==> src/rtl/fdiv_arbiter.sv <==
// fdiv_arbiter: round-robin sharing of one iterative FP divider between NUM_REQ issue ports
module fdiv_arbiter #(
  parameter int NUM_REQ = 2,
  parameter int exp_width = 8,
  parameter int mant_width = 24,
  parameter int TAG_W = 4,
  parameter int LAT_MAX = mant_width + 4,
  localparam int W = exp_width + mant_width,
  localparam int ID_W = $clog2(NUM_REQ),
  localparam int CNT_W = $clog2(LAT_MAX + 1)
) (
  input  logic                     clk,
  input  logic                     rst,
  input  logic [NUM_REQ-1:0]       req_valid,
  output logic [NUM_REQ-1:0]       req_ready,
  input  logic [NUM_REQ*W-1:0]     req_a,
  input  logic [NUM_REQ*W-1:0]     req_b,
  input  logic [NUM_REQ*3-1:0]     req_rm,
  input  logic [NUM_REQ*TAG_W-1:0] req_tag,
  input  logic                     flush,
  input  logic [NUM_REQ-1:0]       flush_mask,
  output logic                     div_in_valid,
  input  logic                     div_in_ready,
  output logic [W-1:0]             div_a,
  output logic [W-1:0]             div_b,
  output logic [2:0]               div_rm,
  output logic                     div_cancel,
  input  logic                     div_out_valid,
  input  logic [W-1:0]             div_out,
  input  logic [4:0]               div_exc,
  output logic                     rsp_valid,
  input  logic                     rsp_ready,
  output logic [ID_W-1:0]          rsp_id,
  output logic [TAG_W-1:0]         rsp_tag,
  output logic [W-1:0]             rsp_out,
  output logic [4:0]               rsp_exc,
  output logic                     rsp_err,
  output logic                     timeout_err
);
  localparam logic [1:0] S_IDLE = 2'd0;
  localparam logic [1:0] S_ISSUE = 2'd1;
  localparam logic [1:0] S_BUSY = 2'd2;
  localparam logic [1:0] S_RESP = 2'd3;
  logic [1:0] state;
  logic [ID_W-1:0] rr_ptr, op_id, gnt_idx;
  logic gnt_found;
  logic [CNT_W-1:0] busy_cnt;
  logic [W-1:0] op_a, op_b, out_r;
  logic [2:0] op_rm;
  logic [TAG_W-1:0] op_tag;
  logic [4:0] exc_r;
  logic err_r;
  logic [NUM_REQ-1:0] elig;
  logic owner_hit, flush_cancel, timeout_cancel;
  assign elig = req_valid & ~(flush_mask & {NUM_REQ{flush}});
  assign owner_hit = flush & flush_mask[op_id];
  assign flush_cancel = state == S_BUSY && owner_hit;
  assign timeout_cancel = state == S_BUSY && !owner_hit && !div_out_valid && busy_cnt == CNT_W'(LAT_MAX - 1);
  assign div_cancel = rst | flush_cancel | timeout_cancel;
  assign req_ready = (state == S_IDLE && gnt_found && !rst) ? NUM_REQ'(1) << gnt_idx : '0;
  assign div_in_valid = state == S_ISSUE && !owner_hit && !rst;
  assign div_a = op_a;
  assign div_b = op_b;
  assign div_rm = op_rm;
  assign rsp_valid = state == S_RESP && !owner_hit && !rst;
  assign rsp_id = op_id;
  assign rsp_tag = op_tag;
  assign rsp_out = out_r;
  assign rsp_exc = exc_r;
  assign rsp_err = err_r;
  // walk from rr_ptr+NUM_REQ down to rr_ptr+1 so the nearest eligible requester wins
  always_comb begin
    gnt_found = 1'b0;
    gnt_idx = '0;
    for (int k = NUM_REQ; k >= 1; k--) begin
      if (elig[ID_W'((int'(rr_ptr) + k) % NUM_REQ)]) begin
        gnt_found = 1'b1;
        gnt_idx = ID_W'((int'(rr_ptr) + k) % NUM_REQ);
      end
    end
  end
  // sequencer: grant, launch, wait for result or timeout, hold response
  always_ff @(posedge clk) begin
    if (rst) begin
      state <= S_IDLE;
      rr_ptr <= ID_W'(NUM_REQ - 1);
      busy_cnt <= '0;
      op_id <= '0;
      op_a <= '0;
      op_b <= '0;
      op_rm <= '0;
      op_tag <= '0;
      out_r <= '0;
      exc_r <= '0;
      err_r <= 1'b0;
      timeout_err <= 1'b0;
    end else begin
      case (state)
        S_IDLE: if (gnt_found) begin
          state <= S_ISSUE;
          rr_ptr <= gnt_idx;
          op_id <= gnt_idx;
          op_a <= req_a[gnt_idx*W +: W];
          op_b <= req_b[gnt_idx*W +: W];
          op_rm <= req_rm[gnt_idx*3 +: 3];
          op_tag <= req_tag[gnt_idx*TAG_W +: TAG_W];
        end
        S_ISSUE: begin
          state <= owner_hit ? S_IDLE : div_in_ready ? S_BUSY : S_ISSUE;
          busy_cnt <= '0;
        end
        S_BUSY: begin
          busy_cnt <= busy_cnt + CNT_W'(1);
          if (owner_hit) state <= S_IDLE;
          else if (div_out_valid) begin
            state <= S_RESP;
            out_r <= div_out;
            exc_r <= div_exc;
            err_r <= 1'b0;
          end else if (timeout_cancel) begin
            state <= S_RESP;
            out_r <= '0;
            exc_r <= 5'b10000;
            err_r <= 1'b1;
            timeout_err <= 1'b1;
          end
        end
        default: if (owner_hit || rsp_ready) state <= S_IDLE;
      endcase
    end
  end
endmodule
==> config.mk <==
export PLATFORM = sky130hd
export DESIGN_NAME = fdiv_arbiter
export DESIGN_NICKNAME = d
export VERILOG_FILES = /design/src/rtl/fdiv_arbiter.sv
export SDC_FILE = /design/constraint.sdc
export NUM_CORES = 1
export LEC_CHECK = 0
export CELL_PAD_IN_SITES_DETAIL_PLACEMENT = 1
export CELL_PAD_IN_SITES_GLOBAL_PLACEMENT = 1
export CORE_MARGIN = 4
export CORE_UTILIZATION = 27
export CTS_CLUSTER_DIAMETER = 40
export DETAILED_ROUTE_END_ITERATION = 12
export PLACE_DENSITY_LB_ADDON = 0.1
export RECOVER_POWER = 100
export SLEW_MARGIN = 15
export SYNTH_ARGS = -nofsm -noshare
export SYNTH_HDL_FRONTEND = slang
export SYNTH_SLANG_ARGS = --single-unit
==> constraint.sdc <==
create_clock -name clk -period 2.1 [get_ports clk]
set_clock_uncertainty 0.05 [all_clocks]
set_input_delay 0.42 -clock clk [delete_from_list [all_inputs] [get_ports clk]]
set_output_delay 0.42 -clock clk [all_outputs]
set_load 0.03 [all_outputs]
# ---- Yosys cells after proc, flatten, opt, wreduce, memory -nomap -nowiden
# Index checks and enable logic that the tools add are counted.
dict set report word_totals {
  register_bits 119
  out_inout_bits 116
  elab_cells 86
}
dict set report op_classes {
  n_addsub 3
  multipliers 1
  magnitude_cmp 3
  eq_ne 6
  n_shift 5
  n_mux 26
  n_bitwise 8
  reduce_logical 22
}
# op count
set op_table {}
lappend op_table {{$shiftx 64x7->32} 2}
lappend op_table {{$mux 32} 2}
lappend op_table {{$mux 2} 8}
lappend op_table {{$mux 1} 12}
lappend op_table {{$logic_and 1x1->1} 10}
lappend op_table {{$mux 5} 2}
lappend op_table {{$pmux 5 s2} 1}
lappend op_table {{$shiftx 8x4->4} 1}
lappend op_table {{$lt 1x3->1 const B} 2}
lappend op_table {{$pmux 2 s3} 1}
lappend op_table {{$reduce_and 3->1} 2}
lappend op_table {{$shiftx 6x4->3} 1}
lappend op_table {{$add 5x1->5 const B} 1}
lappend op_table {{$eq 5x5->1 const B} 1}
lappend op_table {{$eq 2x2->1 const B} 2}
lappend op_table {{$ne 4x4->1 const B} 1}
lappend op_table {{$reduce_and 4->1} 1}
lappend op_table {{$reduce_bool 2->1} 2}
lappend op_table {{$reduce_bool 4->1} 1}
lappend op_table {{$and 1x1->1} 3}
lappend op_table {{$logic_not 1->1} 3}
lappend op_table {{$mul 1x2->3 const B} 1}
lappend op_table {{$not 1->1} 3}
lappend op_table {{$add 1x1->1 const B} 2}
lappend op_table {{other kinds (8)} 9}

# ---- Logic depth before layout (Yosys ltp)
# Gate-level depths: netlist (run 1).
dict set report logic_depth {
  ltp_word 11
  ltp_mapped 7
  ltp_nobuf 6
}

# ---- Worst setup path before layout (run 1)
# OpenSTA, ideal clock, no wires.
dict set report synth_path {
  path_kind {flip-flop to output port}
  startpoint {register op_id (netlist: rsp_id)}
  endpoint {output div_in_valid}
  arrival_ns 1.773
  required_ns 1.630
  setup_slack_ns -0.143
  path_stages_with_launch 4
  path_cell_list {dfxtp_1 -> mux2i_1 -> nor2_1 -> nor3b_1}
}
dict set report synth_via {
  elab_chain_len 6
}
# item line_no
set synth_lines {}
lappend synth_lines {{start: declaration} 45} ;# logic [ID_W-1:0] rr_ptr, op_id, gnt_idx;
lappend synth_lines {{start signal: assignment} 102} ;# op_id <= gnt_idx;
lappend synth_lines {{$mux 1 (implied by the code) (2 in a row)} 56} ;# assign owner_hit = flush & flush_mask[op_id];
lappend synth_lines {{$and 1x1->1} 56}
lappend synth_lines {{$logic_not 1->1} 61} ;# assign div_in_valid = state == S_ISSUE && !owner_hit && !rst;
lappend synth_lines {{$logic_and 1x1->1 (2 in a row)} 61}
lappend synth_lines {{end: declaration} 22} ;# output logic div_in_valid,
# No other way between the ends. The select of a mux whose other input is x is not followed.

# ---- Worst setup path after layout (run 1)
dict set report layout_path {
  startpoint {register busy_cnt[0]}
  endpoint {output div_cancel}
}
dict set report layout_via {
  elab_chain_len 3
}
# item line_no
set layout_lines {}
lappend layout_lines {{start: declaration} 47} ;# logic [CNT_W-1:0] busy_cnt;
lappend layout_lines {{start signal: assignment} 113} ;# busy_cnt <= busy_cnt + CNT_W'(1);
lappend layout_lines {{$eq 5x5->1} 58} ;# assign timeout_cancel = state == S_BUSY && !owner_hit && !div_out_valid && busy_cnt == CNT_W'(LAT_MAX - 1);
lappend layout_lines {{$logic_and 1x1->1} 58}
lappend layout_lines {{$or 1x1->1} 59} ;# assign div_cancel = rst | flush_cancel | timeout_cancel;
lappend layout_lines {{end: declaration} 27} ;# output logic div_cancel,
# No other way between the ends.

==> results of run 1 <==
## area by class of cell
cell class / count / area, um^2 / share of cell area
multi-input combinational: 346 / 2500 / 0.275
clock buffer: 23 / 488 / 0.0538
inverter: 7 / 28.8 / 0.00317
timing repair buffer: 341 / 3310 / 0.365
sequential: 119 / 2390 / 0.263
clock inverter: 8 / 71.3 / 0.00786
tap: 229 / 287 / 0.0316
## Yosys cell counts, drive strengths merged (2+ instances only)
master | instances | area (um^2)
nand3 | 2 | 10.0
xor2 | 3 | 26.3
clkbuf | 21 | 78.8
ha | 6 | 75.1
mux2i | 75 | 751
nand4 | 2 | 12.5
buf | 24 | 136
nand2b | 4 | 25.0
nor2 | 118 | 468
a221oi | 2 | 17.5
nand2 | 5 | 18.8
xnor2 | 2 | 17.5
a211oi | 73 | 561
nor3b | 3 | 22.5
inv | 7 | 26.3
dfxtp | 119 | 2380
a22oi | 37 | 328
## metrics by stage
stage | instances | utilization | area [um^2] | hold slack (ns) | setup WS [ns]
2_1_floorplan | 517 | - | 5080 | 0.422 | -0.143
6_report | 1073 | 0.498 | 9070 | 0.418 | 0.00108
4_1_cts | 1073 | 0.503 | 9170 | 0.420 | -0.0170
3_3_place_gp | 1039 | 0.468 | 8520 | 0.401 | -0.584
3_5_place_dp | 1039 | 0.468 | 8520 | 0.412 | -0.620
5_1_grt | 1073 | 0.498 | 9070 | 0.436 | -0.0523
## power breakdown
part	internal (W)	switching (W)
logic	0.00134	0.00166
clock network	0.00173	0.000976
registers	0.00258	0.000194
total	0.00566	0.00283
## worst reg2reg max path: stages (launching register included)
cell and delay [ns]:
dfxtp_2 0.36, buf_4 0.13, mux2_4 0.33, a211oi_4 0.30, buf_2 0.47, a22oi_1 0.19, nor2_1 0.12
## timing repair
action / 4_1_cts / 5_1_grt
endpoints found under the setup margin: 5 / 4
hold endpoints to repair: 0 / 0
pin swaps: 3 / 2
setup buffers: 3 / 0
resized for setup: 29 / 3
## flip-flops by register name (all words and copies together), names as in the netlist
name         flops
div_a           32
div_b           32
rsp_out         32
busy_cnt         5
rsp_exc          5
rsp_tag          4
div_rm           3
state            2
rr_ptr           1
rsp_err          1
rsp_id           1
timeout_err      1
## metal layers
metal | vias up | track usage
li1 | 2506 | -
met5 | - | 0
met4 | 0 | 0.0489
met3 | 18 | 0.0667
met1 | 2364 | 0.186
met2 | 176 | 0.314
## cells by family (layout without fill, tap and decap cells)
kind of cell    Yosys count  count (layout)  share of synthesized area
compound gates          121             121                      0.193
flops                   119             119                      0.470
fa+ha+maj                 6               6                     0.0148
xor+xnor                  5               5                    0.00863
simple gates            138             138                      0.115
buf+inv                  52             379                     0.0476
mux                      76              76                      0.151
## worst max path at each step
| stage | from | end | slack [ns] | cells past startpoint |
|---|---|---|---|---|
| 6_report | busy_cnt[0] | div_cancel | 0.001 | 5 |
| 2_1_floorplan | rsp_id | div_in_valid | -0.14 | 3 |
| 3_5_place_dp | flush_mask[1] | div_cancel | -0.62 | 5 |
| 5_1_grt | busy_cnt[1] | div_cancel | -0.05 | 5 |
| 3_3_place_gp | flush_mask[1] | div_cancel | -0.58 | 5 |
| 4_1_cts | busy_cnt[0] | div_cancel | -0.02 | 5 |
==> metrics.md, run 1 <==
| Metric | Value |
|---|---|
| Max rail drop VDD | `~0.52 mV` |
| DR WL/cell | `17.2 um` |
| Nets | `a little over 1000` |
| Leak pwr | `approximately 4 nW` |
| Grt ovf | `0` |
| Number of flops mapped to enable cells by yosys | `0` |
| CP Launch Type | `flip-flop` |
| Final setup vio count | `0` |
| Hold Path Stages | `2` |
| Vias per std cell | `approximately 4.7` |
| First-pass GRT wire length | `just under 30000 um` |
| Bufs on Longest Clock Path | `2` |
| Status | `complete, no violations` |
| Core Region | `18200 um^2` |
| Syn Nets | `712` |
| H-tree levels | `4` |
| Worst Setup End Kind | `output port` |
| Area growth from synthesis to layout | `78.8%` |
| Mean Syn Cell Area | `between 9 and 10 um^2` |
| 1st-pass router iterations | `4` |
| Met3 wire length | `approximately 1500 um` |
| Post-DP HPWL | `roughly 14000 um` |
| Slowest CP cell | `dfxtp_2` |
| Antenna violations before repair | `0` |
| Max-slew violation count | `0` |
| Synth Register Bits | `roughly 120` |
| Worst skew pair latency | `0.41 ns` |
| WHS Endpoint | `rsp_exc[4]` |
| Hold Vio Cnt, Final | `0` |
| Max Clock Freq | `about 480 MHz` |
| Max-cap violations | `0` |
| Buffers and inverters on the worst path | `1` |
| Cts hold-fix bufs | `0` |
| Most common cell after layout, fill and taps aside | `clkdlybuf4s50_1` |
| CTS Sinks | `between 100 and 150` |
| Layout fillers | `roughly 2000` |
| Final period util | `0.999` |
| Required time of the critical path | `around 1.6 ns` |
| Antenna-violating nets left | `0` |
| Met2 WL | `about 9600 um` |
| Netlist cell types | `37` |
| Die Span X | `145 um` |
| CTS tree | `yes` |
| Antenna diodes | `0` |
| Worst Path Max Fanout | `2` |
| Critical Path AT | `1.63 ns` |
| Gate Count Post-Synth | `around 520` |
| Unrepaired setup endpoints after global routing | `true` |
| Die Y | `between 100 and 150 um` |
| Critical R2R Launch | `rsp_id` |
| PortBufs | `about 300` |
| Minimum clock period | `2.10 ns` |
| IO Pins | `approximately 310` |
| Pwr Density | `between 900 and 1000 nW/um^2` |
| Total negative slack | `0 ns` |
| Pin count of the biggest net entering global routing | `60` |
| Final Power | `roughly 0.0085 W` |
| Kind of critical path | `flip-flop to output port` |
| Sequential area share after synthesis | `0.470` |
| Routed met1 length | `between 7000 and 8000 um` |
| R2R depth | `6` |
| Most frequent cells in the layout | `clkdlybuf4s50_1 (185), dfxtp_1 (115), dlygate4sd3_1 (109), nor2_1 (107), mux2i_1 (74)` |
| Wirelength, routed | `~18000 um` |
| Routability cong. | `~0.76` |
| Delay of the slowest cell on the worst path | `approximately 0.33 ns` |
| Worst-path clk slew | `roughly 0.05 ns` |
| Share of cells above drive strength 1 | `0.124` |
| Synthesized cell area | `between 5000 and 6000 um^2` |
| # rows | `49` |
| Initial Util | `0.279` |
| Uppermost layer routed | `met4` |
| Reg-to-reg endpoint | `rsp_out[11]` |
| Relative slew margins | `0.579` |
| Synthesis Warnings | `0` |
| Num CTS Buffers | `17` |
| DRC | `0` |
| Die area | `roughly 21000 um^2` |
| Initial drt markers | `~110` |
| R2R setup slack | `0.07 ns` |
| CP top delay family | `compound AO/OA/AOI/OAI gates` |
| Slew @ Worst Pin | `between 0.6 and 0.7 ns` |
| Ys flop type | `dfxtp_1` |
| Clock tree root buffer cell | `clkbuf_16` |
| Synth async-reset ratio | `0` |
| Worst hold path startpoint | `rsp_exc[4]` |
| Crit path cell chain | `ha_4 -> and4b_2 -> o2111a_1 -> a211o_1 -> buf_6` |
| Gr usage total | `0.172` |
| Via count | `between 5000 and 6000` |
| Vias in the first global route | `5514` |
| Class of the worst hold path | `flip-flop to flip-flop` |
Power figures use the tool's default switching activity.
==> run 2: changes to the inputs <==
ABC_AREA = 1   (was unset)
CORE_UTILIZATION = 25   (was 27)
==> metrics.md, run 2 <==
| Metric | Value |
|---|---|
| Vias per std cell | `4.58` |
| Antenna-violating nets left | `0` |
| WHS Endpoint | `rsp_out[19]` |
| Max Clock Freq | `about 500 MHz` |
| DRC | `0` |
| DR WL/cell | `roughly 17 um` |
| Num CTS Buffers | `17` |
| Ys flop type | `dfxtp_1` |
| Worst-path clk slew | `~0.06 ns` |
| R2R setup slack | `0.36 ns` |
| Most frequent cells in the layout | `clkdlybuf4s50_1 (294), a21oi_1 (184), nand2_1 (165), dfxtp_1 (115), nor2_1 (84)` |
| Core Region | `20400 um^2` |
| Largest cells by area after synthesis | `dfxtp_1 (45%), a21oi_1 (18%), nand2_1 (12%), nand3_1 (7.1%), nor2_1 (6.1%)` |
| R2R depth | `8` |
| Share of cells above drive strength 1 | `0.0960` |
| Synth Register Bits | `between 100 and 150` |
| Die Span X | `between 150 and 200 um` |
| Worst Path Max Fanout | `4` |
| Gr usage total | `0.185` |
| Final setup vio count | `0` |
| Max-cap violations | `0` |
| Status | `complete, no violations` |
| Routability cong. | `just over 0.8` |
| Mean Syn Cell Area | `approximately 7.2 um^2` |
| Non-filler cells, final | `about 1300` |
| CTS Sinks | `roughly 120` |
| Area leader, netlist | `dfxtp_1` |
| Clock tree root buffer cell | `clkbuf_16` |
| PortBufs | `approximately 300` |
| Gate Count Post-Synth | `733` |
| Synthesis Warnings | `0` |
| Placed Cells | `1285` |
| Initial Util | `0.257` |
| Critical R2R Launch | `state[0]` |
| Post-DP HPWL | `16400 um` |
| Class of the worst hold path | `flip-flop to flip-flop` |
| Nets | `about 1200` |
| Number of flops mapped to enable cells by yosys | `0` |
| IO Pins | `slightly above 300` |
| Synthesized cell area | `roughly 5300 um^2` |
| 1st-pass router iterations | `4` |
| # rows | `52` |
| Critical Path AT | `roughly 1.5 ns` |
| Bufs on Longest Clock Path | `2` |
| Area growth from synthesis to layout | `79.0%` |
| Worst skew pair latency | `about 0.40 ns` |
| M3 GR Usage | `0.0614` |
| Worst hold path startpoint | `rsp_out[19]` |
| Hold Vio Cnt, Final | `0` |
| Initial drt markers | `around 250` |
| Minimum clock period | `2.00 ns` |
| Die area | `around 23000 um^2` |
| Die Y | `between 150 and 200 um` |
| Most frequent cell after synthesis | `a21oi_1` |
| Gr busiest metal | `met2` |
| Met2 Usage GRT | `0.314` |
| Syn Nets | `roughly 930` |
| Cts hold-fix bufs | `0` |
| Leak pwr | `3.62 nW` |
| Relative slew margins | `0.649` |
| Hold Path Stages | `2` |
| CP Launch Type | `input pin` |
| Netlist cell types | `26` |
| Worst Setup End Kind | `output port` |
| Sequential area share after synthesis | `0.454` |
| Slew @ Worst Pin | `about 0.53 ns` |
| Kind of critical path | `input pin to output port` |
| Pwr Density | `934 nW/um^2` |
| Synth async-reset ratio | `0` |
| Required time of the critical path | `approximately 1.6 ns` |
| Wirelength, routed | `about 22000 um` |
| Synth cell count leaders | `a21oi_1 (184), nand2_1 (166), dfxtp_1 (119), nor2_1 (86), nand3_1 (75)` |
| Max-slew violation count | `0` |
| Pin count of the biggest net entering global routing | `48` |
| Synth top area share | `0.454` |
| Max rail drop VDD | `between 0.5 and 0.6 mV` |
| CTS tree | `yes` |
| Total negative slack | `0 ns` |
| Layout fillers | `2499` |
| M1 GR Usage | `0.220` |
| First-pass GRT wire length | `34700 um` |
| Final period util | `0.953` |
| Grt ovf | `0` |
| Vias in the first global route | `between 6000 and 7000` |
| H-tree levels | `4` |
| Reg-to-reg endpoint | `div_a[18]` |
| Unrepaired setup endpoints after global routing | `true` |
| Most common cell after layout, fill and taps aside | `clkdlybuf4s50_1` |
| Via count | `6053` |
| Antenna violations before repair | `1` |
## run 2: changes by cell type after synthesis, sizes merged, moves of 4 or more
cell / previous run / this run
a211oi: 73 / 0
nand3: 2 / 76
nand2: 5 / 170
a22oi: 37 / 0
nor3: 1 / 6
inv: 7 / 19
mux2i: 75 / 0
a21oi: 1 / 185
buf: 24 / 38
nand2b: 4 / 0
nor2: 118 / 87
## run 2: how the worst max path moves through the flow
stage / start / to / slack [ns]
3_5_place_dp: flush / req_ready[1] / -0.14
5_1_grt: state[0] / div_cancel / 0.007
4_1_cts: req_valid[0] / req_ready[1] / -0.005
2_1_floorplan: req_valid[0] / req_ready[0] / 0.16
3_3_place_gp: flush / req_ready[1] / -0.09
6_report: flush_mask[1] / div_cancel / 0.1
## run 2: report_power, final
group | switching, W | leakage (nW) | internal [W]
logic | 0.00183 | 2.38 | 0.00142
registers | 0.000177 | 0.970 | 0.00258
clock network | 0.00111 | 0.265 | 0.00166
total | 0.00312 | 3.62 | 0.00566
## run 2: final cells by class
class	count	area, um^2	area share
Timing Repair Buffer	344	3490	0.371
Antenna cell	1	2.50	0.000266
Clock buffer	18	439	0.0467
Sequential cell	119	2390	0.254
Clock inverter	14	126	0.0134
Inverter	19	71.3	0.00759
Tap cell	270	338	0.0359
Multi-Input combinational cell	538	2540	0.271
## run 2: kinds of logic (layout without fill, tap and decap cells)
family	count (synthesis)	after routing	synth area share
buf+inv	76	395	0.0770
xor+xnor	1	1	0.00167
other cells	0	1	0
fa+ha+maj	6	6	0.0143
simple gates	341	341	0.271
compound gates	190	190	0.183
flops	119	119	0.454
## run 2: metrics by stage
stage	utilization	hold WS, ns	area [um^2]	worst slack (ns)	total power, W
final	0.460	0.408	9400	0.0992	0.00878
after global routing	0.460	0.425	9400	0.00696	0.00932
after CTS	0.456	0.363	9310	-0.00469	0.00887
after detailed placement	0.427	0.401	8710	-0.140	0.00600
after global placement	0.427	0.389	8710	-0.0894	0.00597
after floorplan	-	0.427	5260	0.160	0.00455
## run 2: repair_timing
item | 4_1_cts | 5_1_grt
pin swaps | 2 | 4
setup endpoints to repair | 3 | 2
gates resized for setup | 5 | 19
setup buffers | 3 | 2
## run 2: critical path: stages
cell,delay (ns)
clkdlybuf4s50_1,0.45
inv_1,0.05
nand2_2,0.07
nand3_4,0.11
nand2_4,0.08
inv_2,0.03
nand2_1,0.06
nand3_1,0.09
buf_6,0.16
## run 2: layer usage
| layer | part of all wire | vias to the layer above |
|---|---|---|
| li1 | - | 3044 |
| met1 | 0.42 | 2790 |
| met2 | 0.48 | 189 |
| met3 | 0.066 | 30 |
| met4 | 0.027 | 0 |
| met5 | 0 | - |
==> run 3: changes to the inputs <==
GPL_ROUTABILITY_DRIVEN = 0   (was unset)
==> results of run 3 <==
The final DEF is identical to that of run 2; final timing and power are the same.
